===== src/rtl/red_pitaya_dac_pkg.sv =====
// Shared types and helpers for the Red Pitaya DAC transmit path.
// Sample conversion from 16-bit two's complement to saturated offset binary.
package red_pitaya_dac_pkg;

  typedef enum logic [1:0] {
    IDLE,
    MUTE,
    RUN
  } dac_state_t;

  localparam int DAC_WIDTH_DEFAULT = 14;
  localparam logic [DAC_WIDTH_DEFAULT-1:0] DAC_MID = 14'h2000;

  // Midscale code for an arbitrary DAC width, returned in 16 bits.
  function automatic logic [15:0] dac_mid(input int width);
    return 16'(1 << (width - 1));
  endfunction

  // Result occupies the low 'width' bits; callers truncate to their DAC width.
  function automatic logic [15:0] sat_offset_bin(input logic [15:0] x, input int width);
    int sx;
    int hi;
    int lo;
    int r;
    logic [31:0] u;
    sx = int'(signed'(x));
    hi = (1 << (width - 1)) - 1;
    lo = -(1 << (width - 1));
    if (sx > hi)      r = hi;
    else if (sx < lo) r = lo;
    else              r = sx;
    u = 32'(r) ^ (32'd1 << (width - 1));
    u = u & ((32'd1 << width) - 32'd1);
    return u[15:0];
  endfunction

endpackage


===== src/rtl/axis_red_pitaya_dac_tx_fifo.sv =====
// Two-entry FIFO with occupancy count and synchronous flush.
// Entry 0 is always the head, so the read side needs no pointer.
module axis_skid_fifo2 #(
  parameter int WIDTH = 32
) (
  input  logic             aclk,
  input  logic             aresetn,
  input  logic             flush,
  input  logic             push,
  input  logic [WIDTH-1:0] push_data,
  input  logic             pop,
  output logic [WIDTH-1:0] head_data,
  output logic [1:0]       count,
  output logic             empty
);

  logic [WIDTH-1:0] slot0;
  logic [WIDTH-1:0] slot1;
  logic             do_push;
  logic             do_pop;

  assign empty     = (count == 2'd0);
  assign do_push   = push && (count != 2'd2);
  assign do_pop    = pop && !empty;
  assign head_data = slot0;

  // Push-and-pop together can only happen at count 1, so the new word becomes the head.
  always_ff @(posedge aclk or negedge aresetn) begin
    if (!aresetn) begin
      count <= 2'd0;
      slot0 <= '0;
      slot1 <= '0;
    end else if (flush) begin
      count <= 2'd0;
    end else begin
      case ({do_push, do_pop})
        2'b10: begin
          if (count == 2'd0) slot0 <= push_data;
          else               slot1 <= push_data;
          count <= count + 2'd1;
        end
        2'b01: begin
          slot0 <= slot1;
          count <= count - 2'd1;
        end
        2'b11: begin
          slot0 <= push_data;
        end
        default: begin
        end
      endcase
    end
  end

endmodule


===== src/rtl/axis_red_pitaya_dac_tx.sv =====
// AXI-Stream to Red Pitaya DAC transmitter: buffers sample pairs, converts them to
// offset binary and interleaves channels A/B on one bus after a start-up mute.
module axis_red_pitaya_dac_tx
  import red_pitaya_dac_pkg::*;
#(
  parameter int DAC_WIDTH        = DAC_WIDTH_DEFAULT,
  parameter int AXIS_TDATA_WIDTH = 32,
  parameter int MUTE_CYCLES      = 16,
  parameter int CNT_WIDTH        = 16
) (
  input  logic                        aclk,
  input  logic                        aresetn,
  input  logic                        enable,
  input  logic [AXIS_TDATA_WIDTH-1:0] s_axis_tdata,
  input  logic                        s_axis_tvalid,
  output logic                        s_axis_tready,
  output logic [DAC_WIDTH-1:0]        dac_dat,
  output logic                        dac_sel,
  output logic                        dac_wrt,
  output logic                        dac_rst,
  output logic                        running,
  output logic [CNT_WIDTH-1:0]        underrun_cnt
);

  localparam int MUTE_CNT_W = (MUTE_CYCLES > 2) ? $clog2(MUTE_CYCLES) : 1;
  localparam logic [DAC_WIDTH-1:0] MID = DAC_WIDTH'(dac_mid(DAC_WIDTH));

  dac_state_t                  state;
  dac_state_t                  state_nxt;
  logic                        phase;
  logic [MUTE_CNT_W-1:0]       mute_cnt;
  logic                        mute_done;
  logic                        pop_slot;
  logic                        fifo_push;
  logic                        fifo_pop;
  logic                        fifo_flush;
  logic                        fifo_empty;
  logic [1:0]                  fifo_count;
  logic [AXIS_TDATA_WIDTH-1:0] fifo_head;
  logic [DAC_WIDTH-1:0]        conv_a;
  logic [DAC_WIDTH-1:0]        conv_b;
  logic [DAC_WIDTH-1:0]        pair_a;
  logic [DAC_WIDTH-1:0]        pair_b;

  assign mute_done  = (state == MUTE) && phase &&
                      (mute_cnt == MUTE_CNT_W'(MUTE_CYCLES - 1));
  // The MUTE->RUN edge is itself the first pair boundary, so it pops like RUN does.
  assign pop_slot   = enable && phase && ((state == RUN) || mute_done);
  assign fifo_push  = s_axis_tvalid && s_axis_tready;
  assign fifo_pop   = pop_slot && !fifo_empty;
  assign fifo_flush = !enable || (state == IDLE);

  assign conv_a = DAC_WIDTH'(sat_offset_bin(fifo_head[15:0], DAC_WIDTH));
  assign conv_b = DAC_WIDTH'(sat_offset_bin(fifo_head[31:16], DAC_WIDTH));

  axis_skid_fifo2 #(
    .WIDTH(AXIS_TDATA_WIDTH)
  ) u_fifo (
    .aclk     (aclk),
    .aresetn  (aresetn),
    .flush    (fifo_flush),
    .push     (fifo_push),
    .push_data(s_axis_tdata),
    .pop      (fifo_pop),
    .head_data(fifo_head),
    .count    (fifo_count),
    .empty    (fifo_empty)
  );

  always_ff @(posedge aclk or negedge aresetn) begin
    if (!aresetn) state <= IDLE;
    else          state <= state_nxt;
  end

  always_comb begin
    state_nxt = state;
    if (!enable) begin
      state_nxt = IDLE;
    end else begin
      case (state)
        IDLE:    state_nxt = MUTE;
        MUTE:    if (mute_done) state_nxt = RUN;
        RUN:     state_nxt = RUN;
        default: state_nxt = IDLE;
      endcase
    end
  end

  always_comb begin
    dac_rst       = (state == IDLE);
    dac_wrt       = (state != IDLE);
    running       = (state == RUN);
    s_axis_tready = (state != IDLE) && (fifo_count < 2'd2);
  end

  always_ff @(posedge aclk or negedge aresetn) begin
    if (!aresetn) begin
      phase    <= 1'b0;
      mute_cnt <= '0;
    end else begin
      phase    <= (enable && (state != IDLE)) ? ~phase : 1'b0;
      mute_cnt <= (state == MUTE) ? mute_cnt + 1'b1 : '0;
    end
  end

  // An empty pop keeps the previous pair on the pins so the DAC holds its level.
  always_ff @(posedge aclk or negedge aresetn) begin
    if (!aresetn) begin
      pair_a       <= MID;
      pair_b       <= MID;
      underrun_cnt <= '0;
    end else begin
      if (fifo_flush) begin
        pair_a <= MID;
        pair_b <= MID;
      end else if (fifo_pop) begin
        pair_a <= conv_a;
        pair_b <= conv_b;
      end
      if (pop_slot && fifo_empty && (underrun_cnt != {CNT_WIDTH{1'b1}})) begin
        underrun_cnt <= underrun_cnt + 1'b1;
      end
    end
  end

  always_ff @(posedge aclk or negedge aresetn) begin
    if (!aresetn) begin
      dac_dat <= MID;
      dac_sel <= 1'b1;
    end else begin
      dac_dat <= phase ? pair_b : pair_a;
      dac_sel <= ~phase;
    end
  end

endmodule

===== config.mk =====
export PLATFORM = sky130hd
export DESIGN_NAME = axis_red_pitaya_dac_tx
export DESIGN_NICKNAME = d
export VERILOG_FILES = /design/src/rtl/red_pitaya_dac_pkg.sv /design/src/rtl/axis_red_pitaya_dac_tx_fifo.sv /design/src/rtl/axis_red_pitaya_dac_tx.sv
export SDC_FILE = /design/constraint.sdc
export NUM_CORES = 1
export LEC_CHECK = 0
export BUFFER_PORTS_ARGS = -buffer_cell sky130_fd_sc_hd__buf_2
export CAP_MARGIN = 5
export CELL_PAD_IN_SITES_DETAIL_PLACEMENT = 0
export CELL_PAD_IN_SITES_GLOBAL_PLACEMENT = 1
export CORE_MARGIN = 3
export CORE_UTILIZATION = 30
export DETAILED_ROUTE_END_ITERATION = 10
export PLACE_DENSITY = 0.53
export SYNTH_ARGS = -nofsm -noshare
export SYNTH_HDL_FRONTEND = slang
export SYNTH_SLANG_ARGS = --single-unit

===== constraint.sdc =====
create_clock -name aclk -period 3.1 [get_ports aclk]
set_input_delay 0.31 -clock aclk [delete_from_list [all_inputs] [get_ports aclk]]
set_output_delay 0.31 -clock aclk [all_outputs]
set_load 0.005 [all_outputs]

==> results.json <==
{
  "hold-worst-slack_ns": 0.1233,
  "ys_ff_latch": 132,
  "design.core.area_sq_um": 18830,
  "rsz0062_at_grt": "false",
  "row_count": 50,
  "hold_viol": 0,
  "crit_slowest_cell": "nand2b_4",
  "p_leak_nw": 3.321,
  "grt_pass1_wl_microns": 23640,
  "drt_iter0_drc": 201,
  "area_growth_pct": 21.75,
  "via_count": 3852,
  "max_slew_margin": 0.3181,
  "cts_max_level": 4,
  "fin_setup_tns_ns": 0,
  "cellPowerDensity_nw_per_um2": 805.7,
  "grt_max_degree": 78,
  "viasPerCell": 4.845,
  "path_cells": "inv_1, ha_1, nand2b_2, or3_1, nand2b_4, mux2_1",
  "ys_types": 41,
  "die_w_microns": 145.0,
  "status": "finished, final reports clean",
  "clock_path_buffers": 2,
  "path_class": "reg -> reg",
  "syn-instance-count": 452,
  "dr.pass1.iters": 4,
  "max_stage_delay_ns": 0.48,
  "crit_buf_inv": 1,
  "nFillCells": 1879,
  "clock_latency_ns": 0.42,
  "fin_nets": 564,
  "worstHoldPathType": "in -> reg",
  "synthTopCellsByArea": "dfrtp_1 55%, mux2_4 7.8%, o221a_1 5.8%",
  "wl_microns": 14190,
  "setup_viol": 0,
  "critPathLaunchType": "register",
  "grt_usage": 0.1412,
  "endpoint_kind": "register",
  "maxCapViolations": 0,
  "worstMarginPinSlew_ns": 1.019,
  "cts_tree": "built",
  "finClkSkew_ns": 0.008757,
  "cts.hold.buffers_added": 1,
  "crit_required_ns": 3.39,
  "yosysTopAreaCell": "dfrtp_1",
  "antenna_found_initial": 0,
  "port_buffers": 70,
  "slew_violations": 0,
  "ant_nets": 0,
  "die_h_microns": 145.0,
  "path_max_fanout": 32,
  "io_pins": 71,
  "cts_resized": 0,
  "die-area_sq_um": 21030,
  "period_share": 0.7635,
  "place.gp.congestion": 0.7487,
  "clock.fmax_mhz": 422.5,
  "root_buffer": "clkbuf_16",
  "grt_pass1_vias": 4171,
  "drive_gt1_frac": 0.3140,
  "post-cts-setup-buffer-count": 0,
  "seq_area_frac_synth": 0.5706,
  "fin_crit_ns": 2.367,
  "cts_sinks": 132,
  "syn_area_sq_um": 5798,
  "start_util": 0.3079,
  "clk_pin_slew_ns": 0.06,
  "vdd_drop_max_mv": 0.4071,
  "cts_made_buffers": 17,
  "synth.net_count": 494,
  "synth.yosys.warnings": 0,
  "drc_errors": 0,
  "antenna_cells": 0,
  "grt_overflow": 0,
  "syn_avg_cell_area_sq_um": 12.83,
  "hpwl_microns": 9046,
  "cp_top_family": "simple AND/OR/NAND/NOR gates",
  "arrival_ns": 2.66,
  "routedWlPerCell_microns": 17.84,
  "synth.top_cell.area_share": 0.5524
}
-- kinds of logic after synthesis --
group           Yosys count  share of synthesized area
simple gates            136                     0.1249
flops                   132                     0.5706
buf+inv                  38                    0.03280
mux                      48                     0.1126
fa+ha+maj                 6                    0.01295
xor+xnor                 17                    0.02568
compound gates           75                     0.1204
-- layout make-up --
cell class / count / area [sq um] / area share
sequential: 132 / 3308 / 0.4686
multi-input combinational: 282 / 2313 / 0.3277
timing repair buffer: 82 / 461.7 / 0.06540
inverter: 7 / 26.28 / 0.003722
clock inverter: 7 / 118.9 / 0.01684
tap: 260 / 325.3 / 0.04608
clock buffer: 25 / 505.5 / 0.07161
-- per-layer routing --
metal	wire length, microns	up-vias	track usage
met5	0	-	0
met2	6615	65	0.2195
li1	-	1807	-
met1	6886	1966	0.1943
met4	215	0	0.04513
met3	468	14	0.03592
-- synthesized netlist by cell type (all sizes together) --
master	instances
or2	1
and2	5
nand2	14
inv	7
clkbuf	13
nand4	10
nor2	36
o211ai	2
nand2b	2
a311o	1
nor4bb	1
xor2	14
a21boi	1
o211a	1
or3	34
and3	5
nor4	8
nand3	10
ha	6
nor4b	1
nor2b	2
mux2	48
o21ai	7
xnor2	3
a21oi	4
buf	18
o2bb2ai	26
a32oi	1
dfrtp	128
o221a	32
and4	1
nor3	6
dfstp	4
-- flip-flops by register name, indices dropped and copies added, names as in the netlist, 4 cells and up --
register          cells
u_fifo.head_data     32
pair_a               14
u_fifo.slot1         32
dac_dat              14
mute_cnt              4
underrun_cnt         16
pair_b               14
-- worst paths after layout --
check / startpoint / endpoint / slack, ns / cells after the start
min in group asynchronous: aresetn / u_fifo.slot1[8]$_DFFE_PN0P_ / 0.47 / 2
max in group asynchronous: aresetn / u_fifo.head_data[16]$_DFFE_PN0P_ / 1.83 / 3
max reg2reg: state[0]$_DFFE_PN0P_ / u_fifo.slot1[5]$_DFFE_PN0P_ / 0.73 / 6
min reg2reg: mute_cnt[0]$_DFF_PN0_ / mute_cnt[0]$_DFF_PN0_ / 0.46 / 1
min: s_axis_tdata[6] / u_fifo.slot1[6]$_DFFE_PN0P_ / 0.12 / 2
max: state[0]$_DFFE_PN0P_ / u_fifo.slot1[5]$_DFFE_PN0P_ / 0.73 / 6
-- cell usage in the layout, fill, tap and decap left out, types with 14 or more instances in the layout --
cell and count:
dfrtp_1 128, or3_1 34, buf_2 69, mux2_2 15, mux2_4 30, nand2_1 14, o2bb2ai_1 26, o221a_1 30
xor2_1 14, clkbuf_16 17, nor2_1 36
-- stage by stage --
step                area [sq um]  instances  power [mW]  setup slack [ns]    util
finish                      7059        795       5.688            0.7332  0.3749
global route                7059        795       6.003            0.5847  0.3749
CTS                         7059        795       5.772            0.7049  0.3749
detailed placement          6425        762       3.642            0.7183  0.3412
global placement            6425        762       3.609            0.7923  0.3412
floorplan                   5798        452       3.215            0.9892       -
-- where the power goes --
part	total, mW	switching (mW)	leakage, nW	internal [mW]
sequential	2.36	0.258	1.70	2.11
clock	2.10	0.730	0.300	1.37
combinational	1.22	0.597	1.33	0.624
Power figures use the tool's default switching activity.
